**src/rtl/ppu_interrupt_reporter.sv**
```systemverilog
// ppu_interrupt_reporter
//   Controller for the PPU interrupt capture block. It owns the enable mask,
//   captures the triggered vector when any enabled interrupt fires, pulses
//   clear-all to re-arm capture, and then emits a 3-byte event message
//   {MSG_TAG, snapshot, seq} on a valid/ready byte stream. A holdoff period
//   after each message rate-limits the host link.
//
// Ports
//   clock               system clock, rising edge
//   reset               asynchronous, active-low reset
//   cfg_we_i/cfg_data_i enable-mask write strobe and data
//   int_enabled_o       enable mask to the capture block
//   int_triggered_i     sticky triggered vector from the capture block
//   int_any_triggered_i OR of int_triggered_i
//   int_clear_all_o     one-cycle clear pulse to the capture block
//   tx_data_o/tx_valid_o/tx_ready_i  message byte stream
//   busy_o              high whenever not IDLE
module ppu_interrupt_reporter #(
  parameter logic [7:0]  MSG_TAG   = 8'hE1,
  parameter int unsigned HOLDOFF   = 16,
  parameter int unsigned HOLDOFF_W = 8
) (
  input  logic       clock,
  input  logic       reset,
  input  logic       cfg_we_i,
  input  logic [7:0] cfg_data_i,
  output logic [7:0] int_enabled_o,
  input  logic [7:0] int_triggered_i,
  input  logic       int_any_triggered_i,
  output logic       int_clear_all_o,
  output logic [7:0] tx_data_o,
  output logic       tx_valid_o,
  input  logic       tx_ready_i,
  output logic       busy_o
);

  typedef enum logic [2:0] {
    IDLE = 3'd0,
    TAG  = 3'd1,
    SNAP = 3'd2,
    SEQ  = 3'd3,
    HOLD = 3'd4
  } state_e;

  state_e               state_q, state_d;
  logic [7:0]           enabled_q, enabled_d;
  logic [7:0]           snapshot_q, snapshot_d;
  logic [7:0]           seq_q, seq_d;
  logic [HOLDOFF_W-1:0] hold_cnt_q, hold_cnt_d;
  logic                 clear_q, clear_d;

  logic capture;
  logic handshake;

  // State register and datapath flops
  always_ff @(posedge clock or negedge reset) begin
    if (!reset) begin
      state_q    <= IDLE;
      enabled_q  <= '0;
      snapshot_q <= '0;
      seq_q      <= '0;
      hold_cnt_q <= '0;
      clear_q    <= 1'b0;
    end else begin
      state_q    <= state_d;
      enabled_q  <= enabled_d;
      snapshot_q <= snapshot_d;
      seq_q      <= seq_d;
      hold_cnt_q <= hold_cnt_d;
      clear_q    <= clear_d;
    end
  end

  // A config write in the same cycle defers capture, so the capture always
  // uses the mask that is already in effect on the following cycle.
  assign capture   = int_any_triggered_i && (enabled_q != '0) && !cfg_we_i;
  // tx_valid_o is decoded from registered state only, so tx_ready_i reaches
  // nothing but next-state logic.
  assign handshake = tx_valid_o && tx_ready_i;

  // Next-state and datapath update
  always_comb begin
    state_d    = state_q;
    enabled_d  = cfg_we_i ? cfg_data_i : enabled_q;
    snapshot_d = snapshot_q;
    seq_d      = seq_q;
    hold_cnt_d = hold_cnt_q;
    clear_d    = 1'b0;
    unique case (state_q)
      IDLE: begin
        if (capture) begin
          snapshot_d = int_triggered_i & enabled_q;
          clear_d    = 1'b1;
          state_d    = TAG;
        end
      end
      TAG: begin
        if (handshake) state_d = SNAP;
      end
      SNAP: begin
        if (handshake) state_d = SEQ;
      end
      SEQ: begin
        if (handshake) begin
          seq_d      = seq_q + 8'd1;
          hold_cnt_d = HOLDOFF_W'(HOLDOFF - 1);
          state_d    = HOLD;
        end
      end
      HOLD: begin
        // Counter loads HOLDOFF-1 at the SEQ edge; leaving on the edge that
        // sees zero gives exactly HOLDOFF cycles from that edge to IDLE.
        if (hold_cnt_q == '0) state_d = IDLE;
        else                  hold_cnt_d = hold_cnt_q - 1'b1;
      end
      default: state_d = IDLE;
    endcase
  end

  // Output decode
  always_comb begin
    tx_valid_o = 1'b0;
    tx_data_o  = '0;
    busy_o     = 1'b1;
    unique case (state_q)
      IDLE: busy_o = 1'b0;
      TAG: begin
        tx_valid_o = 1'b1;
        tx_data_o  = MSG_TAG;
      end
      SNAP: begin
        tx_valid_o = 1'b1;
        tx_data_o  = snapshot_q;
      end
      SEQ: begin
        tx_valid_o = 1'b1;
        tx_data_o  = seq_q;
      end
      HOLD: ;
      default: busy_o = 1'b0;
    endcase
  end

  assign int_enabled_o   = enabled_q;
  assign int_clear_all_o = clear_q;

endmodule
```
**config.mk**
```make
export PLATFORM = sky130hd
export DESIGN_NAME = ppu_interrupt_reporter
export DESIGN_NICKNAME = d
export VERILOG_FILES = /design/src/rtl/ppu_interrupt_reporter.sv
export SDC_FILE = /design/constraint.sdc
export NUM_CORES = 1
export LEC_CHECK = 0
export ABC_AREA = 0
export BUFFER_PORTS_ARGS = -buffer_cell sky130_fd_sc_hd__buf_4
export CAP_MARGIN = 20
export CORE_AREA = 2 2 60 62
export DETAILED_ROUTE_END_ITERATION = 8
export DIE_AREA = 0 0 62 64
export GPL_TIMING_DRIVEN = 0
export PLACE_DENSITY = 0.8
export RECOVER_POWER = 25
export SLEW_MARGIN = 20
export SYNTH_ARGS = -nofsm -noshare
export SYNTH_HDL_FRONTEND = slang
export SYNTH_SLANG_ARGS = --single-unit
```
**constraint.sdc**
```tcl
create_clock -name clock -period 2.5 [get_ports clock]
set_clock_uncertainty 0.05 [all_clocks]
set_input_delay 0.5 -clock clock [delete_from_list [all_inputs] [get_ports clock]]
set_output_delay 0.5 -clock clock [all_outputs]
set_load 0.02 [all_outputs]
```
Yosys cells after proc, flatten, opt, wreduce, memory -nomap -nowiden
Cells that the tools add are included.

operators by class
  bitwise logic cells = 1
  mux-type cells = 14
  equal/unequal tests = 10
  $add $sub $neg = 2
  reductions and logical operators = 14

operators by type and width
  operator                                           count
  case mux 8 bit (3 select lines)                    1
  2-to-1 mux 8 bit                                   2
  case mux 8 bit (2 select lines)                    1
  2-to-1 mux 3 bit                                   5
  case mux 3 bit (5 select lines)                    1
  != test 2 bit (second input constant)              6
  adder 8 x 1 -> 8 bit (second input constant)       1
  bitwise AND 8 bit                                  1
  zero test 8 bit                                    1
  nonzero test 8 bit                                 1
  subtractor 8 x 1 -> 8 bit (second input constant)  1
  == test 3 x 2 -> 1 bit (second input constant)     2
  AND reduction 5 bit                                1
  2-to-1 mux 1 bit                                   4
  AND reduction 2 bit                                2
  OR reduction 4 bit                                 1
  == test 3 x 1 -> 1 bit (second input constant)     1
  == test 3 bit (second input constant)              1
  logical AND 1 bit                                  3
  zero test 3 bit                                    1
  AND reduction 3 bit                                1
  OR reduction 3 bit                                 1
  nonzero test 2 bit                                 1
  zero test 1 bit                                    1

word-level totals
  register bits = 36
  output and inout bits = 19
  word-level logic and storage cells = 47

Longest topological paths before layout
Gate-level depths: netlist of the first run.

  depth in word-level cells = 6
  mapped depth = 6
  gate-level depth less buffers = 6

Worst setup path after synthesis of the first run
OpenSTA, ideal clock, no wires.

  kind = register to output
  from = reg state_q[0]
  to = out tx_data_o[0]
  path slack = 638 ps
  data arrival time = 1312 ps
  stages on the path, launching flop included = 4
  cells stage by stage = dfrtp_1 > buf_1 > a21oi_1 > nor3_1

between the ends
  cells in the longest elaborated chain, start to end = 2
  elaborated cells on any way between the ends = 4
  classes of those cells = eq/ne (3); mux (1)

RTL lines
  item                                                                     line  RTL
  start: declaration                                                       45    state_e state_q, state_d;
  start signal: assignment                                                 65    state_q <= state_d;
  == test 3 x 2 -> 1 bit / == test 3 x 1 -> 1 bit (equally long branches)  125   unique case (state_q)
  case mux 8 bit (3 select lines) *                                        125
  end: declaration                                                         31    output logic [7:0] tx_data_o,

Every way passes the cells marked *; elsewhere a longest branch is shown, timed or not.

Worst setup path in the final report of the first run
  from = reg state_q[0]
  to = out tx_data_o[7]

Same word-level chain as after synthesis.

==> metrics.md, run 1 <==
| Metric | Value |
|---|---|
| Multi-input gate area | 773 µm² |
| CTS hold repair buffers | 0 |
| Insertion delay to the later sink of the worst-skew pair | ~0.36 ns |
| Pre-CTS setup slack | ~0.55 ns |
| Routed vias | ~1300 |
| Ratio of cells with drive above 1 in the final layout | 0.308 |
| Setup TNS | 0 ns |
| Crit path max fanout | 10 |
| Area Growth Syn to Fin | 24.5% |
| Critical path arrival | about 1.8 ns |
| Post-DRT Antenna Nets | 0 |
| Ys Warns | 0 |
| Flop2flop setup slack | 0.54 ns |
| First-pass GRT wire length | 5950 µm |
| DIE AREA | 3970 µm² |
| Pleak | between 0.9 and 1 nW |
| CTS Buffer Depth | 2 |
| Most frequent cells in the layout | buf_4 (37), dfrtp_1 (36), nand2_1 (21), nor2_1 (15) |
| Post-synthesis average cell area | between 10 and 15 µm² |
| Residual DRC | 0 |
| Cell Area, Synth | roughly 1700 µm² |
| Synth top area cells | dfrtp_1 (53%), mux2_2 (6.6%), nand2_1 (4.6%) |
| Clk slew on worst S/H paths | between 0.1 and 0.15 ns |
| Register Area | between 900 and 1000 µm² |
| CTS H-tree depth | 2 |
| DR vias/cell | 5.28 |
| Post-Route WL | around 3500 µm |
| TritonCTS Sinks | 36 |
| Mapped Cells | ~160 |
| Per-cell routed wire length | roughly 14 µm |
| Final setup viols | 0 |
| Worst slew margin | -0.229 |
| Max-cap violation count | 1 |
| CTS tree | done |
| Post-DP HPWL | approximately 2600 µm |
| Synth unique cells | 37 |
| Overflow after GRT | 0 |
| Placeable Area | 3280 µm² |
| CTS resizes | 0 |
| Detailed Routing Iterations Pass 1 | 4 |
| Worst-Margin Slew | approximately 1.8 ns |
| Worst Path Required | between 1.5 and 2 ns |
| Initial antenna violation count | 0 |
| Vias in the first global route | 1362 |
| First DRT Iteration DRCs | 79 |
| Final WS setup | 0.164 ns |
| Final net count | 231 |
| Final worst path period need | about 2.3 ns |
| Die width | a little over 60 µm |
| Post-CTS Setup Bufs | 0 |
| Number of synthesized register bits | 36 |
| Die height | between 60 and 70 µm |
| Hold Crit Class | input pin to flip-flop |
| Status | finished, violations left |
| Total CTS buffers | 5 |
| Gr usage total | 0.203 |
| Mapped Nets | between 150 and 200 |
| Hold Fails Final Rpt | 0 |
| Critical path capture point type | output port |
| Kind of critical path | flip-flop to output port |
| Hold WS | 0.324 ns |
| P per Cell Area | ~1000 nW/µm² |
| Fin crit share | 0.934 |
| Fill cell count | around 290 |
| F_max | approximately 430 MHz |
| Yosys top cell by area | dfrtp_1 |
| VDD IR max | slightly above 0.7 mV |
| Fin. max-slew vios | 37 |
| Largest net degree at the start of global routing | 37 |
| Ant. Diodes | 0 |
| # rows | 21 |
| Top cell type's share of synthesized area | 0.527 |
| Initial core utilization | 0.521 |
| # IOs | 40 |
| Register area share after synthesis | 0.527 |
| Failing checks | max-capacitance violations, max-slew violations |
| # port buffers | 38 |
| RSZ-0062 raised after global routing | false |
| RD Place Congestion | between 0.8 and 0.9 |
| Clock Root Buffer | clkbuf_4 |
| Commonest non-fill, non-tap cell in the layout | buf_4 |
| Startpoint types | flip-flop |
## state kept, by name, indices dropped and copies added (netlist names)
signal           count
int_enabled_o        8
state_q              3
snapshot_q           8
seq_q                8
int_clear_all_o      1
hold_cnt_q           8
## layout make-up
| type | instances | share of cell area |
|---|---|---|
| Sequential cell | 36 | 0.423 |
| Multi-Input combinational cell | 117 | 0.363 |
| Timing Repair Buffer | 38 | 0.132 |
| Tap cell | 46 | 0.0270 |
| Clock inverter | 3 | 0.0200 |
| Clock buffer | 5 | 0.0176 |
| Buffer | 6 | 0.0118 |
| Inverter | 3 | 0.00529 |
## layer usage
metal / GRT usage / share of wire / up-vias
met2: 0.320 / 0.50 / 48
met4: 0.0984 / 0.021 / 0
li1: - / - / 657
met5: 0 / 0 / -
met1: 0.253 / 0.43 / 631
met3: 0.0506 / 0.054 / 6
## cell families (layout without fill, tap and decap cells)
group           Yosys count  in the layout  synth area share
flops                    36             36             0.527
simple gates             61             61             0.182
buf+inv                   9             55            0.0212
fa+ha+maj                 3              3            0.0219
compound gates           27             27            0.0973
mux                      14             14            0.0892
xor+xnor                 12             12            0.0614
## through the flow
stage                      util  total power (W)  instance area (µm²)  instances
after floorplan               -          0.00148                 1710        162
after global placement    0.625          0.00178                 2050        246
after detailed placement  0.625          0.00182                 2050        246
after CTS                 0.650          0.00223                 2130        254
after global routing      0.648          0.00236                 2130        254
final                     0.648          0.00222                 2130        254
## report_power, final
part           internal (W)  switching [W]  leakage [nW]
Sequential         0.000755       0.000168         0.449
Combinational      0.000385       0.000497         0.498
Clock              0.000208       0.000203        0.0412
## worst paths after layout
| kind | end | cells after the start | from |
|---|---|---|---|
| worst max-delay path | tx_data_o[7] | 5 | state_q[0] |
| worst min-delay path | int_enabled_o[4] | 2 | cfg_data_i[4] |
| worst max register to register | hold_cnt_q[1] | 6 | hold_cnt_q[0] |
| worst min register to register | seq_q[7] | 1 | seq_q[7] |
| max in group asynchronous | seq_q[5] | 1 | reset |
| min in group asynchronous | hold_cnt_q[4] | 1 | reset |
## Yosys cell counts
| library cell | n |
|---|---|
| a211oi_1 | 1 |
| a21oi_1 | 7 |
| a31oi_1 | 2 |
| and3_1 | 1 |
| and4_1 | 1 |
| and4b_2 | 1 |
| buf_1 | 1 |
| buf_2 | 2 |
| clkbuf_1 | 3 |
| dfrtp_1 | 36 |
| ha_1 | 3 |
| inv_1 | 3 |
| mux2_2 | 10 |
| mux2i_1 | 4 |
| nand2_1 | 21 |
| nand2b_1 | 1 |
| nand3_1 | 2 |
| nand4_1 | 2 |
| nor2_1 | 15 |
| nor3_1 | 8 |
| nor3b_1 | 1 |
| nor3b_2 | 1 |
| o2111a_1 | 1 |
| o2111ai_1 | 1 |
| o211ai_1 | 1 |
| o211ai_2 | 1 |
| o21a_2 | 1 |
| o21ai_0 | 10 |
| o21ai_1 | 1 |
| o31ai_1 | 1 |
| or2_4 | 1 |
| or3b_2 | 1 |
| or4_1 | 3 |
| or4_4 | 1 |
| or4b_1 | 1 |
| xnor2_1 | 7 |
| xor2_1 | 5 |
## critical path, stage by stage, from the launching register on
cell and delay [ns]:
dfrtp_1 0.43, buf_1 0.43, nand2_1 0.19, nor2_1 0.14, nor3_1 0.06, buf_4 0.18
(Power assumes the default switching activity.)
==> inputs of run 2 (changes only) <==
--- a/config.mk
+++ b/config.mk
@@ -8,11 +8,11 @@
 export ABC_AREA = 0
 export BUFFER_PORTS_ARGS = -buffer_cell sky130_fd_sc_hd__buf_4
 export CAP_MARGIN = 20
-export CORE_AREA = 2 2 60 62
+export CORE_AREA = 2 2 52 73
 export DETAILED_ROUTE_END_ITERATION = 8
-export DIE_AREA = 0 0 62 64
+export DIE_AREA = 0 0 54 75
 export GPL_TIMING_DRIVEN = 0
-export PLACE_DENSITY = 0.8
+export PLACE_DENSITY = 0.78
 export RECOVER_POWER = 25
 export SLEW_MARGIN = 20
 export SYNTH_ARGS = -nofsm -noshare
==> metrics.md, run 2 (synthesis results as in run 1) <==
| Metric | Value |
|---|---|
| Status | finished, violations left |
| Failing checks | max-capacitance violations, max-slew violations |
| Final net count | ~230 |
| Final setup viols | 0 |
| Overflow after GRT | 0 |
| Max-cap violation count | 1 |
| RD Place Congestion | ~0.74 |
| Pleak | between 0.9 and 1 nW |
| Worst Path Required | about 2.0 ns |
| Clock Root Buffer | clkbuf_8 |
| Post-DP HPWL | about 2800 µm |
| Die height | roughly 75 µm |
| Vias in the first global route | 1410 |
| CTS hold repair buffers | 0 |
| Hold Fails Final Rpt | 0 |
| Kind of critical path | flip-flop to output port |
| Worst r2r src | hold_cnt_q[0] |
| # port buffers | 38 |
| Detailed Routing Iterations Pass 1 | 4 |
| RSZ-0062 raised after global routing | false |
| CTS tree | done |
| Most frequent cells in the layout | buf_4 (37), dfrtp_1 (36), nand2_1 (21), nor2_1 (15) |
| Placeable Area | 3380 µm² |
| Hold Startpoint | cfg_data_i[7] |
| Commonest non-fill, non-tap cell in the layout | buf_4 |
| Area Growth Syn to Fin | 24.7% |
| TritonCTS Sinks | 36 |
| Ant. Diodes | 0 |
| CP startpoint | state_q[0] |
| Post-Route WL | approximately 3700 µm |
| Critical path capture point type | output port |
| Fin crit share | 0.915 |
| VDD IR max | ~0.64 mV |
| P per Cell Area | around 1100 nW/µm² |
| # IOs | 40 |
| Fin. max-slew vios | 37 |
| Total power | approximately 0.0022 W |
| F_max | around 440 MHz |
| Startpoint types | flip-flop |
| CTS resizes | 0 |
| Post-CTS Setup Bufs | 0 |
| Hold Crit Class | input pin to flip-flop |
| CTS H-tree depth | 2 |
| Final worst path period need | roughly 2.3 ns |
| Largest net degree at the start of global routing | 37 |
| M2 GR Usage | 0.397 |
| DIE AREA | 4050 µm² |
| First-pass GRT wire length | between 6000 and 7000 µm |
| Initial core utilization | 0.506 |
| Gr usage total | 0.214 |
| Routed vias | 1387 |
| Total CTS buffers | 5 |
| Clk slew on worst S/H paths | 0.07 ns |
| Gr busiest metal | met2 |
| Per-cell routed wire length | approximately 15 µm |
| Post-DRT Antenna Nets | 0 |
| Worst-Margin Slew | around 1.9 ns |
| Residual DRC | 0 |
| Met1 usage | 0.211 |
| Die width | between 50 and 60 µm |
| First DRT Iteration DRCs | 24 |
| GR Layer Usage met3 | 0.0516 |
| Crit path max fanout | 10 |
| DR vias/cell | about 5.6 |
| Critical path arrival | between 1.5 and 2 ns |
| Insertion delay to the later sink of the worst-skew pair | approximately 0.29 ns |
| Initial antenna violation count | 0 |
| CTS Buffer Depth | 2 |
| Ratio of cells with drive above 1 in the final layout | 0.298 |
| Worst slew margin | -0.258 |
| Post-layout util | 0.631 |
| Setup TNS | 0 ns |
| # rows | 25 |
-- run 2: cell types whose count changed in the layout (fill, tap and decap cells not counted), sizes merged --
cell	before	now
clkbuf	9	12
bufinv	1	0
clkinvlp	1	0
clkinv	1	0
-- run 2: per-stage QoR --
stage / cell area, µm² / setup slack, ns / hold WS, ns / instances
after floorplan: 1710 / 0.638 / 0.154 / 162
after global placement: 2050 / 0.538 / 0.411 / 240
after detailed placement: 2050 / 0.506 / 0.423 / 240
after CTS: 2140 / 0.205 / 0.122 / 248
after global routing: 2130 / 0.0416 / 0.386 / 248
final: 2130 / 0.213 / 0.394 / 248
-- run 2: final cells by class --
type	count	area (µm²)
clock buffers	8	90.1
multi-input cells	117	773
plain buffers	6	25.0
repair buffers	38	282
well taps	40	50.0
flip-flops and latches	36	901
fillers	282	1250
inverters	3	11.3
-- run 2: where the power goes --
group	internal (W)	leakage (nW)	total (W)	switching, W
combinational	0.000387	0.498	0.000894	0.000507
sequential	0.000757	0.449	0.000928	0.000171
clock	0.000225	0.0455	0.000425	0.000200
total	0.00137	0.993	0.00225	0.000879
-- run 2: per-layer routing --
layer  routed length (µm)  part of all wire
met1                 1380              0.37
met3                  216             0.058
met2                 2000              0.54
met5                    0                 0
met4                  120             0.032
-- run 2: final timing paths --
kind | endpoint | slack [ns] | cells past startpoint
min reg2reg | snapshot_q[3] | 0.43 | 2
max | tx_data_o[0] | 0.21 | 5
min | int_enabled_o[7] | 0.39 | 2
max in group asynchronous | int_enabled_o[3] | 0.64 | 1
min in group asynchronous | hold_cnt_q[6] | 0.68 | 1
max reg2reg | hold_cnt_q[1] | 0.48 | 6
-- run 2: worst max-delay path, stage by stage (launching register included) --
cell	delay, ns
dfrtp_1	0.42
buf_1	0.44
nand2_1	0.20
nor2_1	0.13
nor3_1	0.07
buf_4	0.18
